$ cat config.mk
export PLATFORM = sky130hd
export DESIGN_NAME = time_entry_ctrl_flat
export DESIGN_NICKNAME = d
export VERILOG_FILES = /design/src/rtl/time_entry_ctrl_if.sv /design/src/rtl/time_entry_ctrl.sv /design/src/flat_wrapper.sv
export SDC_FILE = /design/constraint.sdc
export NUM_CORES = 1
export LEC_CHECK = 0
export ABC_AREA = 1
export BUFFER_PORTS_ARGS = -buffer_cell sky130_fd_sc_hd__buf_2
export CAP_MARGIN = 0
export CORE_AREA = 2 2 58 66
export DETAILED_ROUTE_END_ITERATION = 16
export DIE_AREA = 0 0 60 68
export PLACE_DENSITY = 0.8
export SLEW_MARGIN = 10
export SYNTH_ARGS = -nofsm -noshare
export SYNTH_HDL_FRONTEND = slang
export SYNTH_SLANG_ARGS = --single-unit
$ cat constraint.sdc
create_clock -name clk -period 4.45 [get_ports clk]
set_input_delay 0.2225 -clock clk [delete_from_list [all_inputs] [get_ports clk]]
set_output_delay 0.2225 -clock clk [all_outputs]
set_load 0.02 [all_outputs]
$ cat src/rtl/time_entry_ctrl_if.sv
// Keypad-to-controller bus for the alarm clock time-entry block.
// The master side is the keypad/timebase; the slave side is the controller.
interface time_entry_ctrl_if;
  logic       one_second;
  logic       key_valid;
  logic [3:0] key_code;
  logic [3:0] key_buffer_ms_hr;
  logic [3:0] key_buffer_ls_hr;
  logic [3:0] key_buffer_ms_min;
  logic [3:0] key_buffer_ls_min;
  logic       load_new_c;
  logic       load_new_a;
  logic       show_new_time;
  logic       show_a;
  logic       entry_error;

  modport master (
    output one_second, key_valid, key_code,
    input  key_buffer_ms_hr, key_buffer_ls_hr, key_buffer_ms_min, key_buffer_ls_min,
    input  load_new_c, load_new_a, show_new_time, show_a, entry_error
  );

  modport slave (
    input  one_second, key_valid, key_code,
    output key_buffer_ms_hr, key_buffer_ls_hr, key_buffer_ms_min, key_buffer_ls_min,
    output load_new_c, load_new_a, show_new_time, show_a, entry_error
  );
endinterface

$ cat src/rtl/time_entry_ctrl.sv
// Keypad sequencing controller: gathers four BCD digits, validates HH:MM,
// and commits to the time counter or alarm register, with an idle timeout.
module time_entry_ctrl #(
  parameter int TIMEOUT_SEC = 10,
  parameter int TIMER_W     = 4
) (
  input  logic            clk,
  input  logic            reset,
  time_entry_ctrl_if.slave bus
);

  typedef enum logic [2:0] {
    SHOW_TIME, KEY_ENTRY, SHOW_ALARM, LOAD_TIME, LOAD_ALARM
  } state_t;

  state_t             state_q, state_d;
  logic [15:0]        buf_q, buf_d;       // {ms_hr, ls_hr, ms_min, ls_min}
  logic [2:0]         cnt_q, cnt_d;
  logic [TIMER_W-1:0] timer_q, timer_d;
  logic               err_d;
  logic               err_q, load_c_q, load_a_q, show_new_q, show_a_q;

  logic accepted, is_digit, is_alarm, is_time, timeout;

  function automatic logic buf_valid(input logic [15:0] b);
    logic [3:0] mh, lh, mm, lm;
    {mh, lh, mm, lm} = b;
    return (mh <= 4'd2) && (lh <= 4'd9) && !((mh == 4'd2) && (lh > 4'd3)) &&
           (mm <= 4'd5) && (lm <= 4'd9);
  endfunction

  always_comb begin
    accepted = bus.key_valid && (bus.key_code <= 4'hB);
    is_digit = bus.key_code <= 4'd9;
    is_alarm = bus.key_code == 4'hA;
    is_time  = bus.key_code == 4'hB;
    timeout  = bus.one_second && (timer_q == TIMER_W'(TIMEOUT_SEC - 1));
  end

  always_comb begin
    state_d = state_q;
    buf_d   = buf_q;
    cnt_d   = cnt_q;
    err_d   = 1'b0;
    timer_d = timer_q;
    case (state_q)
      SHOW_TIME: begin
        if (accepted && is_digit) begin
          buf_d   = {12'h000, bus.key_code};
          cnt_d   = 3'd1;
          state_d = KEY_ENTRY;
        end else if (accepted && is_alarm) begin
          state_d = SHOW_ALARM;
        end
      end
      KEY_ENTRY: begin
        if (accepted && is_digit) begin
          buf_d = {buf_q[11:0], bus.key_code};
          cnt_d = (cnt_q == 3'd4) ? 3'd4 : cnt_q + 3'd1;
        end else if (accepted) begin
          if ((cnt_q == 3'd4) && buf_valid(buf_q)) begin
            state_d = is_time ? LOAD_TIME : LOAD_ALARM;
          end else begin
            err_d   = 1'b1;
            buf_d   = 16'h0000;
            cnt_d   = 3'd0;
            state_d = SHOW_TIME;
          end
        end else if (timeout) begin
          buf_d   = 16'h0000;
          cnt_d   = 3'd0;
          state_d = SHOW_TIME;
        end
      end
      SHOW_ALARM: begin
        // Any accepted key only dismisses the alarm view.
        if (accepted) begin
          state_d = SHOW_TIME;
        end else if (timeout) begin
          buf_d   = 16'h0000;
          cnt_d   = 3'd0;
          state_d = SHOW_TIME;
        end
      end
      LOAD_TIME, LOAD_ALARM: begin
        buf_d   = 16'h0000;
        cnt_d   = 3'd0;
        state_d = SHOW_TIME;
      end
      default: state_d = SHOW_TIME;
    endcase

    if ((state_q != KEY_ENTRY && state_q != SHOW_ALARM) || accepted || (state_d != state_q))
      timer_d = '0;
    else if (bus.one_second)
      timer_d = timer_q + 1'b1;
  end

  always_ff @(posedge clk or posedge reset) begin
    if (reset) begin
      state_q    <= SHOW_TIME;
      buf_q      <= 16'h0000;
      cnt_q      <= 3'd0;
      timer_q    <= '0;
      err_q      <= 1'b0;
      load_c_q   <= 1'b0;
      load_a_q   <= 1'b0;
      show_new_q <= 1'b0;
      show_a_q   <= 1'b0;
    end else begin
      state_q    <= state_d;
      buf_q      <= buf_d;
      cnt_q      <= cnt_d;
      timer_q    <= timer_d;
      err_q      <= err_d;
      load_c_q   <= (state_d == LOAD_TIME);
      load_a_q   <= (state_d == LOAD_ALARM);
      show_new_q <= (state_d == KEY_ENTRY);
      show_a_q   <= (state_d == SHOW_ALARM);
    end
  end

  assign bus.key_buffer_ms_hr  = buf_q[15:12];
  assign bus.key_buffer_ls_hr  = buf_q[11:8];
  assign bus.key_buffer_ms_min = buf_q[7:4];
  assign bus.key_buffer_ls_min = buf_q[3:0];
  assign bus.load_new_c        = load_c_q;
  assign bus.load_new_a        = load_a_q;
  assign bus.show_new_time     = show_new_q;
  assign bus.show_a            = show_a_q;
  assign bus.entry_error       = err_q;

endmodule

$ cat src/flat_wrapper.sv
// flat-port wrapper written by rule: the top's interface ports become plain ports
module time_entry_ctrl_flat 
#(
  parameter int TIMEOUT_SEC = 10,
  parameter int TIMER_W     = 4
)
  (clk, reset, bus_one_second, bus_key_valid, bus_key_code, bus_key_buffer_ms_hr, bus_key_buffer_ls_hr, bus_key_buffer_ms_min, bus_key_buffer_ls_min, bus_load_new_c, bus_load_new_a, bus_show_new_time, bus_show_a, bus_entry_error);
  time_entry_ctrl_if bus_i ();
  input  logic clk;
  input  logic reset;
  input wire logic [$bits(bus_i.one_second)-1:0] bus_one_second;
  input wire logic [$bits(bus_i.key_valid)-1:0] bus_key_valid;
  input wire logic [$bits(bus_i.key_code)-1:0] bus_key_code;
  output wire logic [$bits(bus_i.key_buffer_ms_hr)-1:0] bus_key_buffer_ms_hr;
  output wire logic [$bits(bus_i.key_buffer_ls_hr)-1:0] bus_key_buffer_ls_hr;
  output wire logic [$bits(bus_i.key_buffer_ms_min)-1:0] bus_key_buffer_ms_min;
  output wire logic [$bits(bus_i.key_buffer_ls_min)-1:0] bus_key_buffer_ls_min;
  output wire logic [$bits(bus_i.load_new_c)-1:0] bus_load_new_c;
  output wire logic [$bits(bus_i.load_new_a)-1:0] bus_load_new_a;
  output wire logic [$bits(bus_i.show_new_time)-1:0] bus_show_new_time;
  output wire logic [$bits(bus_i.show_a)-1:0] bus_show_a;
  output wire logic [$bits(bus_i.entry_error)-1:0] bus_entry_error;
  assign bus_i.one_second = bus_one_second;
  assign bus_i.key_valid = bus_key_valid;
  assign bus_i.key_code = bus_key_code;
  assign bus_key_buffer_ms_hr = bus_i.key_buffer_ms_hr;
  assign bus_key_buffer_ls_hr = bus_i.key_buffer_ls_hr;
  assign bus_key_buffer_ms_min = bus_i.key_buffer_ms_min;
  assign bus_key_buffer_ls_min = bus_i.key_buffer_ls_min;
  assign bus_load_new_c = bus_i.load_new_c;
  assign bus_load_new_a = bus_i.load_new_a;
  assign bus_show_new_time = bus_i.show_new_time;
  assign bus_show_a = bus_i.show_a;
  assign bus_entry_error = bus_i.entry_error;
  time_entry_ctrl #(.TIMEOUT_SEC(TIMEOUT_SEC), .TIMER_W(TIMER_W)) u_core (.clk(clk), .reset(reset), .bus(bus_i));
endmodule
=== Word level (Yosys, flattened, before mapping) ===
Index checks and enable logic that the tools add are counted.

* Logic and storage cells: 86
* Output and inout port bits: 21
* Bits of input ports: 8
* Register bits: 31

* Eq/ne operators: 19
* Reduce and logical (&&, ||, !) cells: 19
* Muxes and demuxes: 30
* $add $sub $neg: 2
* $lt $le $gt $ge: 7

{| class="wikitable"
|+ Operators with widths
! operator !! number
|-
| $mux 16 || 6
|-
| $pmux 16 s4 || 1
|-
| $mux 3 || 15
|-
| $le 4x4->1 const B || 4
|-
| $eq 3x2->1 const B || 4
|-
| $eq 4x4->1 const B || 3
|-
| $pmux 3 s4 || 1
|-
| $logic_and 1x1->1 || 11
|-
| $eq 3x3->1 const B || 3
|-
| $pmux 3 s3 || 1
|-
| $mux 4 || 2
|-
| $eq 3x1->1 const B || 2
|-
| $add 4x1->4 const B || 1
|-
| $eq 4x2->1 const B || 1
|-
| $gt 4x2->1 const B || 1
|-
| $le 4x2->1 const B || 1
|-
| $le 4x3->1 const B || 1
|-
| $mux 1 || 4
|-
| $ne 4x4->1 const B || 1
|-
| $reduce_and 4->1 || 1
|-
| $reduce_bool 4->1 || 1
|-
| $add 3x1->3 const B || 1
|-
| $logic_not 3->1 || 1
|-
| $ne 3x1->1 const B || 1
|-
| 8 further kinds || 9
|}

=== Logic depth before layout (Yosys ltp) ===
Gate-level depths: netlist of the first run.

* Depth after elaboration: 14
* Gate-level depth with buffers: 13
* Mapped depth without buffers: 12

=== Worst setup path after synthesis of the first run ===
No wires, ideal clock.

* Path kind: reg2reg
* Start point: reg u_core.cnt_q[0]
* End point: reg u_core.buf_q[11]
* Arrival time: 1.643 ns
* Required time: 4.332 ns
* Stages on the path, launching flop included: 14
* Path buffers: 1
* Setup slack: 2.689 ns
* Library setup time: 0.118 ns
* Period minus slack after synthesis: 1.761 ns
* Cells stage by stage: dfrtp_1 -> inv_1 -> ha_1 -> nand2_1 -> inv_1 -> nand3_1 -> nor2_1 -> and2_2 -> nand3_2 -> nand2_4 -> inv_4 -> buf_12 -> nand2_2 -> o21ai_2

* Cells in the longest elaborated chain, start to end: 4

{| class="wikitable"
|+ RTL lines
! element !! line !! RTL
|-
| start, declared || time_entry_ctrl.sv:18 || <nowiki>logic [2:0] cnt_q, cnt_d;</nowiki>
|-
| start signal, assigned || time_entry_ctrl.sv:113 || <nowiki>cnt_q <= cnt_d;</nowiki>
|-
| $eq 3x3->1 || time_entry_ctrl.sv:61 || <nowiki>if ((cnt_q == 3'd4) && buf_valid(buf_q)) begin</nowiki>
|-
| $logic_and 1x1->1 || time_entry_ctrl.sv:61 ||
|-
| $ne 4x4->1 (no line) || -- ||
|-
| $reduce_and 4->1 (no line) || -- ||
|-
| end signal, assigned || time_entry_ctrl.sv:112 || <nowiki>buf_q <= buf_d;</nowiki>
|-
| end, declared || time_entry_ctrl.sv:17 || <nowiki>logic [15:0] buf_q, buf_d;</nowiki>
|}

Every way passes these cells.
A chain may end at the register's enable or synchronous reset.

=== Worst setup path after layout of the first run ===
* Start point: reg u_core.timer_q[0]
* End point: reg u_core.timer_q[1]

* Cells in the longest elaborated chain, start to end: 9
* Elaborated cells between the ends (all ways): 13
* Classes of those cells: 1 x add/sub; 2 x eq/ne; 7 x mux; 3 x reduce/logical

{| class="wikitable"
|+ RTL lines
! element !! line !! RTL
|-
| start, declared || time_entry_ctrl.sv:19 || <nowiki>logic [TIMER_W-1:0] timer_q, timer_d;</nowiki>
|-
| start signal, assigned || time_entry_ctrl.sv:114 || <nowiki>timer_q <= timer_d;</nowiki>
|-
| $eq 4x4->1 || time_entry_ctrl.sv:37 || <nowiki>timeout = bus.one_second && (timer_q == TIMER_W'(TIMEOUT_SEC - 1));</nowiki>
|-
| $logic_and 1x1->1 || time_entry_ctrl.sv:37 ||
|-
| $mux 3 || time_entry_ctrl.sv:69, time_entry_ctrl.sv:79 ||
|-
| $mux 3 || time_entry_ctrl.sv:60 || <nowiki>end else if (accepted) begin</nowiki>
|-
| $mux 3 || time_entry_ctrl.sv:57 || <nowiki>if (accepted && is_digit) begin</nowiki>
|-
| $pmux 3 s3 || time_entry_ctrl.sv:46 || <nowiki>case (state_q)</nowiki>
|-
| $ne 3x3->1 || time_entry_ctrl.sv:93 || <nowiki>if ((state_q != KEY_ENTRY && state_q != SHOW_ALARM) || accepted || (state_d != state_q))</nowiki>
|-
| $logic_or 1x1->1 || time_entry_ctrl.sv:93 ||
|-
| $mux 4 / $reduce_bool 2->1 (equally long branches) || -- ||
|}

Parallel ways exist; a longest one is shown, timed or not. The select of a mux whose other input is x is not followed.

==> results of run 1 <==
state kept, by name, indices dropped and copies added (netlist names):
| register | count |
|---|---|
| u_core.bus.show_new_time | 1 |
| u_core.buf_q | 16 |
| u_core.state_q | 3 |
| u_core.bus.load_new_a | 1 |
| u_core.timer_q | 4 |
| u_core.bus.entry_error | 1 |
| u_core.bus.show_a | 1 |
| u_core.bus.load_new_c | 1 |
| u_core.cnt_q | 3 |
metrics by stage:
stage                     utilization [%]  hold slack [ps]  cell area (µm²)  power (mW)
after floorplan                         -            326.0             1978      0.6528
after global placement              61.01            316.9             2125      0.7244
after detailed placement            61.01            323.1             2125      0.7300
after CTS                           63.35            17.48             2206      0.9428
after global routing                63.35            51.28             2206       1.003
final                               63.35           -2.008             2206      0.9335
cell families after synthesis:
kind of cell / Yosys count / synth area share [%]
compound gates: 65 / 18.91
xor+xnor: 3 / 1.329
fa+ha+maj: 4 / 2.530
buf+inv: 36 / 8.601
flops: 31 / 39.22
simple gates: 122 / 29.41
per-layer routing:
layer	GRT usage, %	wire [µm]	vias to the layer above
met1	29.24	1807	830
met3	4.726	138	5
met5	0	0	-
li1	-	-	919
met2	39.95	2028	34
met4	10.00	60	0
synth_stat cells, drive strengths merged, types with 2 or more instances:
cell type,number,share of area [%]
a21oi,33,8.3
buf,3,2.0
clkbuf,6,1.2
dfrtp,31,39
ha,4,2.5
inv,27,5.4
nand2,71,15
nand3,24,6.3
nand4,8,2.5
nor2,16,3.9
o21ai,29,8.9
xor2,2,0.89
final cells by class:
class	count	area, µm²	area share [%]
Multi-Input combinational cell	194	1032	46.80
Sequential cell	31	775.7	35.17
Timing Repair Buffer	29	147.6	6.693
Inverter	27	106.4	4.821
Clock buffer	7	76.32	3.460
Tap cell	50	62.56	2.836
Clock inverter	1	5.005	0.2269
worst paths after layout:
kind,start,slack [ps],endpoint
setup / recovery,u_core.timer_q[0]$_DFFE_PP0P_,2200,u_core.timer_q[1]$_DFFE_PP0P_
hold / removal,reset,-2,u_core.state_q[2]$_DFF_PP0_
setup reg to reg,u_core.timer_q[0]$_DFFE_PP0P_,2200,u_core.timer_q[1]$_DFFE_PP0P_
min in group clk,bus_key_code[2],230,u_core.buf_q[2]$_DFFE_PP0P_
max in group asynchronous,reset,4170,u_core.buf_q[6]$_DFFE_PP0P_
hold reg to reg,u_core.buf_q[0]$_DFFE_PP0P_,500,u_core.buf_q[0]$_DFFE_PP0P_
worst min-delay path, stage by stage:
cell and delay, ps:
buf_2 90, inv_1 40, buf_4 340
power by group through the flow:
stage	logic, mW	registers, mW	clock network [mW]
floorplan	0.220	0.433	0
global placement	0.331	0.394	0
detailed placement	0.334	0.396	0
CTS	0.337	0.390	0.215
global route	0.377	0.400	0.226
finish	0.334	0.391	0.208
cells in the final DEF, fill, tap and decap left out, drive strengths merged:
| cell type | synthesis | layout |
|---|---|---|
| a211oi | 1 | 1 |
| a21oi | 33 | 33 |
| a31oi | 1 | 1 |
| and2 | 1 | 1 |
| buf | 3 | 29 |
| clkbuf | 6 | 7 |
| clkinv | 0 | 1 |
| dfrtp | 31 | 31 |
| ha | 4 | 4 |
| inv | 27 | 27 |
| nand2 | 71 | 71 |
| nand3 | 24 | 24 |
| nand4 | 8 | 8 |
| nor2 | 16 | 16 |
| nor3 | 1 | 1 |
| o211ai | 1 | 1 |
| o21ai | 29 | 29 |
| or2 | 1 | 1 |
| xnor2 | 1 | 1 |
| xor2 | 2 | 2 |
==> impl_summary.txt, run 1 <==
----------------------------------------------------
[Routing]
  ANT nets after route ... 0
  Starting DRC count in detailed routing ... 103
  Total number of vias ... 1788
  Detailed-routing iteration count for the pre-antenna-repair pass ... 4
  DRC errors left ... 0
  Total length of routed wires ... approximately 4000 µm
  Number of vias per cell after detailed routing ... 5.274
  Mean routed wirelength per cell ... 11.90 µm

[Placement]
  Weighted congestion reported at the end of routability-driven placement ... 0.8200
  Number of buffers added on ports ... 28
  DP Cell Count ... 331
  Worst slack at placement ... roughly 2300 ps
  Placed wire-length estimate after detailed placement ... roughly 2800 µm

[Logic synthesis]
  Post-synthesis cell area ... 0.001978 mm²
  Synth Register Bits ... 31
  Proportion of synthesized chip area in sequential cells ... 39.22%
  Number of instances in the synthesized netlist ... ~260
  Mapped Nets ... 273
  Unique masters post-synth ... 31
  Average size of a mapped cell ... 7.579 µm²
  Number of enable flip-flop cells after synthesis ... 0
  Post-synthesis async set-or-reset flop share ... 100.0%
  Synth warnings ... 0
  Most used flip-flop cell after synthesis ... dfrtp_1

[Pwr]
  Share of power burned in registers ... about two fifths
  Relative contribution of the clock network to total power ... 22.3%
  Worst IR drop on VDD ... between 0.2 and 0.3 mV
  Internal power ... 0.5544 mW
  Switching portion of total power ... 40.61%
  Combinational power share ... ~36%
  NetSw ... 0.3791 mW
  Leakage ... between 1 and 1.5 nW
  Areal power density over the cells ... between 400 and 500 mW/mm²

[GRT]
  Antenna violations before repair ... 0
  Overall routing resource usage ... 23.67%
  Global-route wire length before repair ... around 7300 µm
  GRT overflow ... 0
  Largest net degree at the start of global routing ... 33
  Number of global-route vias before repair ... 1710

[Timing]
  Fin. Hold Viols ... 3
  Highest Clock Rate ... around 450 MHz
  Worst slew pin tran ... 964.8 ps
  Final clock period utilization by the worst path ... 50.49%
  Worst max-slew margin expressed relative to the limit ... 35.52%
  Setup clock skew after layout ... 6.252 ps
  Minimum hold slack ... -2.008 ps
  Number of setup violations in the final report ... 0
  Accumulated negative setup slack ... 0 ps
  Final Slew Violations ... 0
  Fin crit period ... between 2000 and 2500 ps
  Setup repair after global routing missed its margin ... no
  Crit path setup slack, layout ... 2203 ps

[Die]
  Standard-cell rows ... 23
  Die area ... between 0.004 and 0.005 mm²
  Die Width ... 60 µm
  Starting Density ... 56.81%
  Number of placed I/O pins ... 29
  Chip Height ... 68 µm
  Core area ... 0.003482 mm²

[Setup path]
  Largest fanout on the critical path ... 32
  Crit start category ... flop
  Total buffers and inverters traversed by the critical path ... 2
  Cells along the critical path ... ha_1 -> nand2_1 -> inv_1 -> nand2_1 -> nand4_1 -> nand2_1 -> inv_1 -> nand3_1 -> nand3_1 -> nor2_1
  Crit. path cell count ... 10
  Critical Path Max Stage Delay ... 690 ps
  Cell repeated most along the worst path ... nand2_1
  Depth of the worst register-to-register path ... 10
  Worst Setup End Kind ... flop
  Crit-path leading delay family ... simple AND/OR/NAND/NOR gates
  Data required time of the worst path ... roughly 4700 ps
  Critical-path top delay cell ... nand2_1
  Arrival time worst endpoint ... ~2500 ps
  Critical path class ... reg -> reg

[Layout]
  Total of fill cells in the finished design ... about 320
  Final net count ... 300
  Non-filler instance count after layout ... 339
  N_diodes ... 0
  Fraction of layout instances using a drive strength above 1 ... 21.80%
  Synthesis-to-layout area growth ... 11.51%

[Clock network]
  CTS sink count ... 31
  CTS tree ... done
  Post-CTS resize count ... 0
  Clock buffers created by TritonCTS ... 5
  Clock latency reported for the late side of the worst-skew pair ... 280 ps
  CTS clk-pin slew, worst paths ... 60 ps
  Buffer type at the clock tree root ... clkbuf_8
  Count of hold-fix buffers inserted at cts ... 0
  Number of post-CTS setup repair buffers ... 0
  H-tree levels ... 2
  Largest buffer count on any clock path ... 2

[Run status]
  Outcome ... finished, violations left
  Failing checks ... negative hold slack

[Run]
  Max-capacitance violation count ... 0

[Hold path]
  Classification of the worst-slack hold path ... in -> async

----------------------------------------------------
Power figures use the tool's default switching activity.
==> run 2, diff against run 1 <==
- ABC_AREA: 1 -> 0
- CORE_AREA: 2 2 58 66 -> 2 2 61 69
- DIE_AREA: 0 0 60 68 -> 0 0 63 71
- PLACE_DENSITY: 0.8 -> 0.71
- clock period: 4.45 -> 1.95 ns (I/O delays scaled with it)
==> run 2 against run 1 <==
  * The run ends with negative setup slack left
  * Setup slack got worse by 2400 ps
  * Die area increased by 9.6%
  * Synthesized cell count decreased by 33%
  * Register-to-register slack got worse by 2400 ps
  * Critical path depth decreased by 6
  * Via count increased by 1.0%
  * Global-route usage increased by 0.75 points
  * Non-clock buffer count increased by 45
  * First-iteration DRC count increased by 31%
  * Core utilization increased by 1.5 points
  * Clock power increased by 150%
  * Sequential share of layout area decreased by 3.8 points
  * Critical path type unchanged
==> impl_summary.txt, run 2 <==
----------------------------------------------------
[Clock network]
  CTS clk-pin slew, worst paths ... 60 ps (about the same)
  CTS tree ... done (unchanged)
  Buffer type at the clock tree root ... clkbuf_8 (unchanged)
  Largest buffer count on any clock path ... 2 (unchanged)
  CTS sink count ... 31 (unchanged)
  Clock buffers created by TritonCTS ... 5 (unchanged)
  Clock latency reported for the late side of the worst-skew pair ... 290 ps (was 280 ps)
  H-tree levels ... 2 (unchanged)

[Timing]
  Fin crit period ... 2132 ps (was 2247 ps)
  Number of setup violations in the final report ... 19 (was 0)
  Final Slew Violations ... 0 (unchanged)
  Setup clock skew after layout ... 3.258 ps (was 6.252 ps)
  Setup repair after global routing missed its margin ... yes (was no)
  Worst slew pin tran ... 862.3 ps (was 964.8 ps)
  Final clock period utilization by the worst path ... 109.3% (was 50.49%)
  Highest Clock Rate ... 469.0 MHz (was 445.1 MHz)
  Crit path setup slack, layout ... -182.2 ps (was 2203 ps)
  Worst max-slew margin expressed relative to the limit ... 42.00% (was 35.52%)
  Fin. Hold Viols ... 0 (was 3)

[Logic synthesis]
  Top-area cell type share of the netlist area ... 42.97% (was 39.22%)
  Most numerous cell types in the synthesized netlist ... dfrtp_1 (31), and3_1 (13), o21a_1 (13), a221o_1 (11), nor2_1 (9) (was nand2_1 (62), a21oi_1 (33), dfrtp_1 (31), inv_1 (24), nand3_1 (23))
  Post-synthesis async set-or-reset flop share ... 100.0% (unchanged)
  Unique masters post-synth ... 51 (was 31)
  Mapped Nets ... 188 (was 273)
  Cell type with the highest aggregate area in the netlist ... dfrtp_1 (unchanged)
  Proportion of synthesized chip area in sequential cells ... 42.97% (was 39.22%)
  Synth warnings ... 0 (unchanged)
  Largest cells by area after synthesis ... dfrtp_1 (43%), a221o_1 (6.1%), o21a_1 (5.4%) (was dfrtp_1 (39%), nand2_1 (12%), a21oi_1 (8.3%))
  Synth Register Bits ... 31 (unchanged)
  Number of instances in the synthesized netlist ... 176 (was 261)
  Post-synthesis cell area ... 0.001805 mm² (was 0.001978 mm²)
  Number of enable flip-flop cells after synthesis ... 0 (unchanged)
  Most used standard cell by instance count after synthesis ... dfrtp_1 (was nand2_1)
  Average size of a mapped cell ... 10.26 µm² (was 7.579 µm²)
  Most used flip-flop cell after synthesis ... dfrtp_1 (unchanged)

[Layout]
  Fraction of layout instances using a drive strength above 1 ... 42.28% (was 21.80%)
  Total of fill cells in the finished design ... 300 (was 323)
  Multi-input gate area in the final layout ... 0.001013 mm² (was 0.001032 mm²)
  Synthesis-to-layout area growth ... 37.01% (was 11.51%)
  Largest regs ... u_core.buf_q: 16 flops, u_core.timer_q: 4 flops (unchanged)
  Most used cells in the layout excluding fill and tap cells ... buf_4 (43), dfrtp_1 (31), buf_2 (28), o21a_1 (13), and3_1 (13) (was nand2_1 (62), a21oi_1 (33), dfrtp_1 (31), buf_2 (28), inv_1 (24))
  Flip-flop count of the largest register, all copies and words added ... 16 (unchanged)
  Final net count ... 258 (was 300)
  N_diodes ... 0 (unchanged)
  Footprint of the flip-flops and latches ... 775.7 µm² (unchanged)
  Largest register by flop count ... u_core.buf_q (unchanged)
  Most common cell after layout, fill and taps aside ... buf_4 (was nand2_1)

[Run status]
  Failing checks ... negative setup slack (was negative hold slack)
  Outcome ... finished, violations left (unchanged)

[Routing]
  Number of vias per cell after detailed routing ... 6.060 (was 5.274)
  Total length of routed wires ... 5328 µm (was 4034 µm)
  Starting DRC count in detailed routing ... 135 (was 103)
  DRC errors left ... 0 (unchanged)
  ANT nets after route ... 0 (unchanged)
  Total number of vias ... 1806 (was 1788)
  Mean routed wirelength per cell ... 17.88 µm (was 11.90 µm)
  Detailed-routing iteration count for the pre-antenna-repair pass ... 5 (was 4)

[Pwr]
  Worst IR drop on VDD ... 0.3657 mV (was 0.2775 mV)
  Areal power density over the cells ... 730.3 mW/mm² (was 423.2 mW/mm²)
  Leakage ... 1.286 nW (was 1.106 nW)
  Total chip power ... 1.806 mW (was 0.9335 mW)

[GRT]
  Number of global-route vias before repair ... 1753 (was 1710)
  Largest net degree at the start of global routing ... 32 (was 33)
  GRT overflow ... 0 (unchanged)
  Antenna violations before repair ... 0 (unchanged)
  Global-route wire length before repair ... 8493 µm (was 7293 µm)
  Overall routing resource usage ... 24.42% (was 23.67%)

[Setup path]
  Crit start category ... flop (unchanged)
  Worst Setup End Kind ... flop (unchanged)
  Arrival time worst endpoint ... 2300 ps (was 2460 ps)
  Critical path class ... reg -> reg (unchanged)
  Critical path origin ... u_core.state_q[2]$_DFF_PP0_ (was u_core.timer_q[0]$_DFFE_PP0P_)
  Data required time of the worst path ... 2120 ps (was 4660 ps)
  Largest fanout on the critical path ... 7 (was 32)
  Worst flop-to-flop path startpoint ... u_core.state_q[2]$_DFF_PP0_ (was u_core.timer_q[0]$_DFFE_PP0P_)

[Hold path]
  Classification of the worst-slack hold path ... in -> reg (was in -> async)
  Startpoint of the lowest-slack hold path ... bus_key_code[0]

[Die]
  Die area ... 0.004473 mm² (was 0.004080 mm²)
  Chip Height ... 71 µm (was 68 µm)
  Starting Density ... 47.34% (was 56.81%)
  Number of placed I/O pins ... 29 (unchanged)
  Standard-cell rows ... 24 (was 23)
  Die Width ... 63 µm (was 60 µm)
  Core area ... 0.003814 mm² (was 0.003482 mm²)

[Placement]
  Weighted congestion reported at the end of routability-driven placement ... 0.9172 (was 0.8200)
  Number of buffers added on ports ... 28 (unchanged)
  Placed wire-length estimate after detailed placement ... 3559 µm (was 2814 µm)
  Worst slack at placement ... -231.5 ps (was 2288 ps)

[Run]
  Max-capacitance violation count ... 0 (unchanged)

----------------------------------------------------
[run 2: cell count changes in the layout (fill, tap and decap cells not counted), sizes merged, moves of 21 or more]
| cell | before | now |
|---|---|---|
| a21oi | 33 | 6 |
| o21ai | 29 | 6 |
| nand2 | 71 | 7 |
| buf | 29 | 72 |
| inv | 27 | 6 |
| nand3 | 24 | 1 |
[run 2: area by class of cell]
type                       instances  area share (%)
multi-input combinational        128           40.97
clock buffer                       6           3.338
tap                               52           2.630
sequential                        31           31.36
clock inverter                     1          0.2023
inverter                           6          0.9105
timing repair buffer              74           20.59
[run 2: path summary, 6_finish.rpt]
| check | to | slack (ps) | cells past startpoint |
|---|---|---|---|
| setup / recovery | u_core.buf_q[5]$_DFFE_PP0P_ | -180 | 4 |
| hold / removal | u_core.bus.load_new_a$_DFF_PP0_ | 60 | 2 |
| setup reg to reg | u_core.buf_q[5]$_DFFE_PP0P_ | -180 | 4 |
| hold reg to reg | u_core.buf_q[4]$_DFFE_PP0P_ | 560 | 1 |
| max in group asynchronous | u_core.bus.load_new_a$_DFF_PP0_ | 1220 | 4 |
| min in group asynchronous | u_core.buf_q[15]$_DFFE_PP0P_ | 430 | 4 |
[run 2: critical path, stage by stage (launching register included)]
cell     delay, ps
dfrtp_1        380
or4b_4         530
or4_4          570
and2_4         200
a221o_2        340
[run 2: cell families after synthesis]
kind of cell / after synthesis / synth area share [%]
adder cells (fa/ha/maj): 4 / 2.772
AND/OR/NAND/NOR: 60 / 20.30
flip-flops: 31 / 42.97
buffers and inverters: 18 / 5.405
XOR/XNOR: 3 / 1.456
AO/OA/AOI/OAI: 60 / 27.10
[run 2: stage by stage]
step	setup TNS (ps)	util, %	instance area (µm²)	std cells	hold slack, ps
2_1_floorplan	-3345	-	1812	176	180.2
5_1_grt	-3161	64.86	2474	298	63.19
4_1_cts	-2853	63.85	2435	296	55.12
6_report	-2492	64.86	2474	298	58.02
3_5_place_dp	-3413	58.83	2243	283	196.6
3_3_place_gp	-2256	58.83	2243	283	183.4
[run 2: what timing repair did]
action | in CTS | in global routing
gates cloned | 2 | 0
hold buffers | 1 | 0
pin swaps | 12 | 11
resized for setup | 7 | 8
endpoints found under the setup margin | 23 | 27
setup buffers | 3 | 4
hold endpoints to repair | 31 | 0
[run 2: where the power goes]
part | internal [mW] | switching (mW)
sequential | 0.695 | 0.0367
clock | 0.276 | 0.236
combinational | 0.258 | 0.305
[run 2: routing by layer]
metal	GRT usage, %	up-vias	wire length [µm]
met2	44.56	78	2849
met4	7.654	0	97
met3	4.293	14	273
met1	29.10	898	2108
met5	0	-	0
li1	-	816	-
==> run 3, diff against run 2 <==
- BUFFER_PORTS_ARGS: -buffer_cell sky130_fd_sc_hd__buf_2 -> default
- CORE_AREA: 2 2 61 69 -> 2 2 58 65
- DIE_AREA: 0 0 63 71 -> 0 0 60 67
- DONT_BUFFER_PORTS: default -> 1
==> run 3 against run 2 <==
  * The flow still finishes with violations (negative setup slack)
  * Final cell count down 9.7%
  * Critical path depth unchanged
  * Combinational power down 17%
  * Global-route usage up 1.9 points
  * Clock power shrank 24%
  * Count of clock-buffer cells in the layout stayed put
  * Via count is 7.9% lower
  * Hold slack worse by 51 ps
  * Highest routed layer unchanged
  * Total power shrank 11%
  * Sequential power grew 1%
==> impl_summary.txt, run 3 (synthesis results as in run 2) <==
----------------------------------------------------
[Hold path]
  Number of cells on the worst hold path ... 3 (was 2)
  Startpoint of the lowest-slack hold path ... bus_one_second (was bus_key_code[0])
  Classification of the worst-slack hold path ... in -> reg (unchanged)
  Hold Crit Endpoint ... u_core.timer_q[2]$_DFFE_PP0P_ (was u_core.bus.load_new_a$_DFF_PP0_)

[Die]
  Starting Density ... 54.21% (was 47.34%)
  Die Width ... 60 µm (was 63 µm)
  Die area ... 0.004020 mm² (was 0.004473 mm²)
  Chip Height ... 67 µm (was 71 µm)
  Number of placed I/O pins ... 29 (unchanged)
  Standard-cell rows ... 22 (was 24)
  Core area ... 0.003331 mm² (was 0.003814 mm²)

[Timing]
  Fin crit period ... 2132 ps (about the same)
  Worst max-slew margin expressed relative to the limit ... 42.05% (was 42.00%)
  Fin. Hold Viols ... 0 (unchanged)
  Setup clock skew after layout ... 20.27 ps (was 3.258 ps)
  Setup repair after global routing missed its margin ... yes (unchanged)
  Crit path setup slack, layout ... -182.2 ps (about the same)
  Final Slew Violations ... 0 (unchanged)
  Highest Clock Rate ... 469.0 MHz (about the same)
  Number of setup violations in the final report ... 23 (was 19)
  Final clock period utilization by the worst path ... 109.3% (about the same)
  Worst slew pin tran ... 861.6 ps (was 862.3 ps)

[Run status]
  Outcome ... finished, violations left (unchanged)
  Failing checks ... negative setup slack (unchanged)

[Clock network]
  CTS tree ... done (unchanged)
  CTS sink count ... 31 (unchanged)
  CTS clk-pin slew, worst paths ... 100 ps (was 60 ps)
  Clock latency reported for the late side of the worst-skew pair ... 350 ps (was 290 ps)
  Largest buffer count on any clock path ... 2 (unchanged)
  H-tree levels ... 2 (unchanged)
  Clock buffers created by TritonCTS ... 5 (unchanged)
  Buffer type at the clock tree root ... clkbuf_4 (was clkbuf_8)

[GRT]
  Antenna violations before repair ... 0 (unchanged)
  Global-route wire length before repair ... 7755 µm (was 8493 µm)
  Number of global-route vias before repair ... 1663 (was 1753)
  Largest net degree at the start of global routing ... 22 (was 32)
  Overall routing resource usage ... 26.37% (was 24.42%)
  GRT overflow ... 0 (unchanged)

[Layout]
  Non-filler instance count after layout ... 269 (was 298)
  Final net count ... 233 (was 258)
  Final design area excluding fillers ... 0.002312 mm² (was 0.002474 mm²)
  Flip-flop count of the largest register, all copies and words added ... 16 (unchanged)
  Synthesis-to-layout area growth ... 28.07% (was 37.01%)
  Most common cell after layout, fill and taps aside ... buf_4 (unchanged)
  Largest regs ... u_core.buf_q: 16 flops, u_core.timer_q: 4 flops (unchanged)
  Largest register by flop count ... u_core.buf_q (unchanged)
  N_diodes ... 0 (unchanged)
  Fraction of layout instances using a drive strength above 1 ... 33.94% (was 42.28%)
  Total of fill cells in the finished design ... 251 (was 300)
  Most used cells in the layout excluding fill and tap cells ... buf_4 (39), dfrtp_1 (31), o21a_1 (13), and3_1 (13), a221o_1 (11) (was buf_4 (43), dfrtp_1 (31), buf_2 (28), o21a_1 (13), and3_1 (13))

[Setup path]
  Crit start category ... flop (unchanged)
  Arrival time worst endpoint ... 2350 ps (was 2300 ps)
  Largest fanout on the critical path ... 7 (unchanged)
  Worst flop-to-flop path startpoint ... u_core.state_q[2]$_DFF_PP0_ (unchanged)
  Crit-path leading delay family ... simple AND/OR/NAND/NOR gates (unchanged)
  Cells along the critical path ... or4b_4 -> or4_4 -> and2_4 -> a221o_2 (unchanged)
  Critical path class ... reg -> reg (unchanged)
  Critical Path Max Stage Delay ... 530 ps (was 570 ps)
  Depth of the worst register-to-register path ... 4 (unchanged)
  Critical-path top delay cell ... or4b_4 (was or4_4)
  Endpoint of the worst-slack reg-to-reg timing path ... u_core.buf_q[4]$_DFFE_PP0P_ (was u_core.buf_q[5]$_DFFE_PP0P_)
  Data required time of the worst path ... 2160 ps (was 2120 ps)
  Reg2reg setup slack ... -180 ps (about the same)
  Total buffers and inverters traversed by the critical path ... 0 (unchanged)
  Worst Setup End Kind ... flop (unchanged)

[Run]
  Max-capacitance violation count ... 0 (unchanged)

[Placement]
  Placed wire-length estimate after detailed placement ... 3411 µm (was 3559 µm)
  Weighted congestion reported at the end of routability-driven placement ... 0.8630 (was 0.9172)
  Area after DPL ... 0.002078 mm² (was 0.002243 mm²)
  Number of buffers added on ports ... 0 (was 28)
  DP Cell Count ... 250 (was 283)

[Routing]
  Total number of vias ... 1663 (was 1806)
  Total length of routed wires ... 4793 µm (was 5328 µm)
  Detailed-routing iteration count for the pre-antenna-repair pass ... 4 (was 5)
  Mean routed wirelength per cell ... 17.82 µm (was 17.88 µm)
  Number of vias per cell after detailed routing ... 6.182 (was 6.060)
  ANT nets after route ... 0 (unchanged)
  Starting DRC count in detailed routing ... 105 (was 135)
  DRC errors left ... 0 (unchanged)

[Pwr]
  Areal power density over the cells ... 692.9 mW/mm² (was 730.3 mW/mm²)
  Worst IR drop on VDD ... 0.3163 mV (was 0.3657 mV)
  Leakage ... 1.138 nW (was 1.286 nW)

----------------------------------------------------
## run 3: layer usage
layer / GRT usage (%) / vias up / share of wire (%)
li1: - / 774 / -
met1: 31.88 / 811 / 41
met2: 42.66 / 59 / 49
met3: 6.990 / 19 / 6.2
met4: 12.78 / 0 / 3.6
met5: 0 / - / 0
## run 3: cell type report
cell class              count  area, µm²  area share, %
multi-input cells         128      999.7          43.24
flip-flops and latches     31      775.7          33.55
repair buffers             49      397.9          17.21
well taps                  48      60.06          2.597
clock buffers               6      51.30          2.219
inverters                   6      22.52         0.9740
clock inverters             1      5.005         0.2164
## run 3: power breakdown
part | leakage (nW) | total, mW | internal [mW] | switching, mW
Clock | 0.0341 | 0.391 | 0.167 | 0.225
Combinational | 0.685 | 0.470 | 0.214 | 0.256
Sequential | 0.419 | 0.741 | 0.694 | 0.0477
## run 3: how the worst max path moves through the flow
stage | end | start | slack (ps) | depth (start not counted)
2_1_floorplan | u_core.cnt_q[1]$_DFFE_PP0P_ | u_core.state_q[2]$_DFF_PP0_ | -260 | 6
4_1_cts | u_core.buf_q[4]$_DFFE_PP0P_ | u_core.state_q[2]$_DFF_PP0_ | -150 | 4
3_5_place_dp | u_core.buf_q[4]$_DFFE_PP0P_ | u_core.state_q[1]$_DFF_PP0_ | -180 | 4
3_3_place_gp | u_core.buf_q[4]$_DFFE_PP0P_ | u_core.state_q[1]$_DFF_PP0_ | -160 | 4
5_1_grt | u_core.buf_q[8]$_DFFE_PP0P_ | u_core.state_q[2]$_DFF_PP0_ | -220 | 6
6_report | u_core.buf_q[4]$_DFFE_PP0P_ | u_core.state_q[2]$_DFF_PP0_ | -180 | 4
## run 3: worst reg2reg max path, delay by kind of cell, from the launching register on
kind | cells | cell delay (ps)
and+or+nand+nor | 3 | 1250
DFF | 1 | 410
AOI/OAI and AO/OA | 1 | 340
## run 3: per-stage QoR
stage	power, mW	hold WS (ps)	TNS (ps)	util (%)	setup WS, ps
CTS	1.585	5.912	-2163	67.54	-152.8
floorplan	1.017	180.2	-3345	-	-263.0
finish	1.602	6.619	-2825	69.42	-182.2
global route	1.690	22.81	-4013	69.42	-224.6
detailed placement	1.174	5.138	-2417	62.40	-184.1
global placement	1.157	-16.40	-2076	62.40	-164.0
## run 3: what timing repair did
action / 4_1_cts / 5_1_grt
pin swaps: 14 / 9
hold endpoints to repair: 19 / 0
endpoints found under the setup margin: 25 / 25
buffers inserted: 2 / 3
hold buffers: 6 / 0
gates resized for setup: 8 / 11
gates cloned: 1 / 0
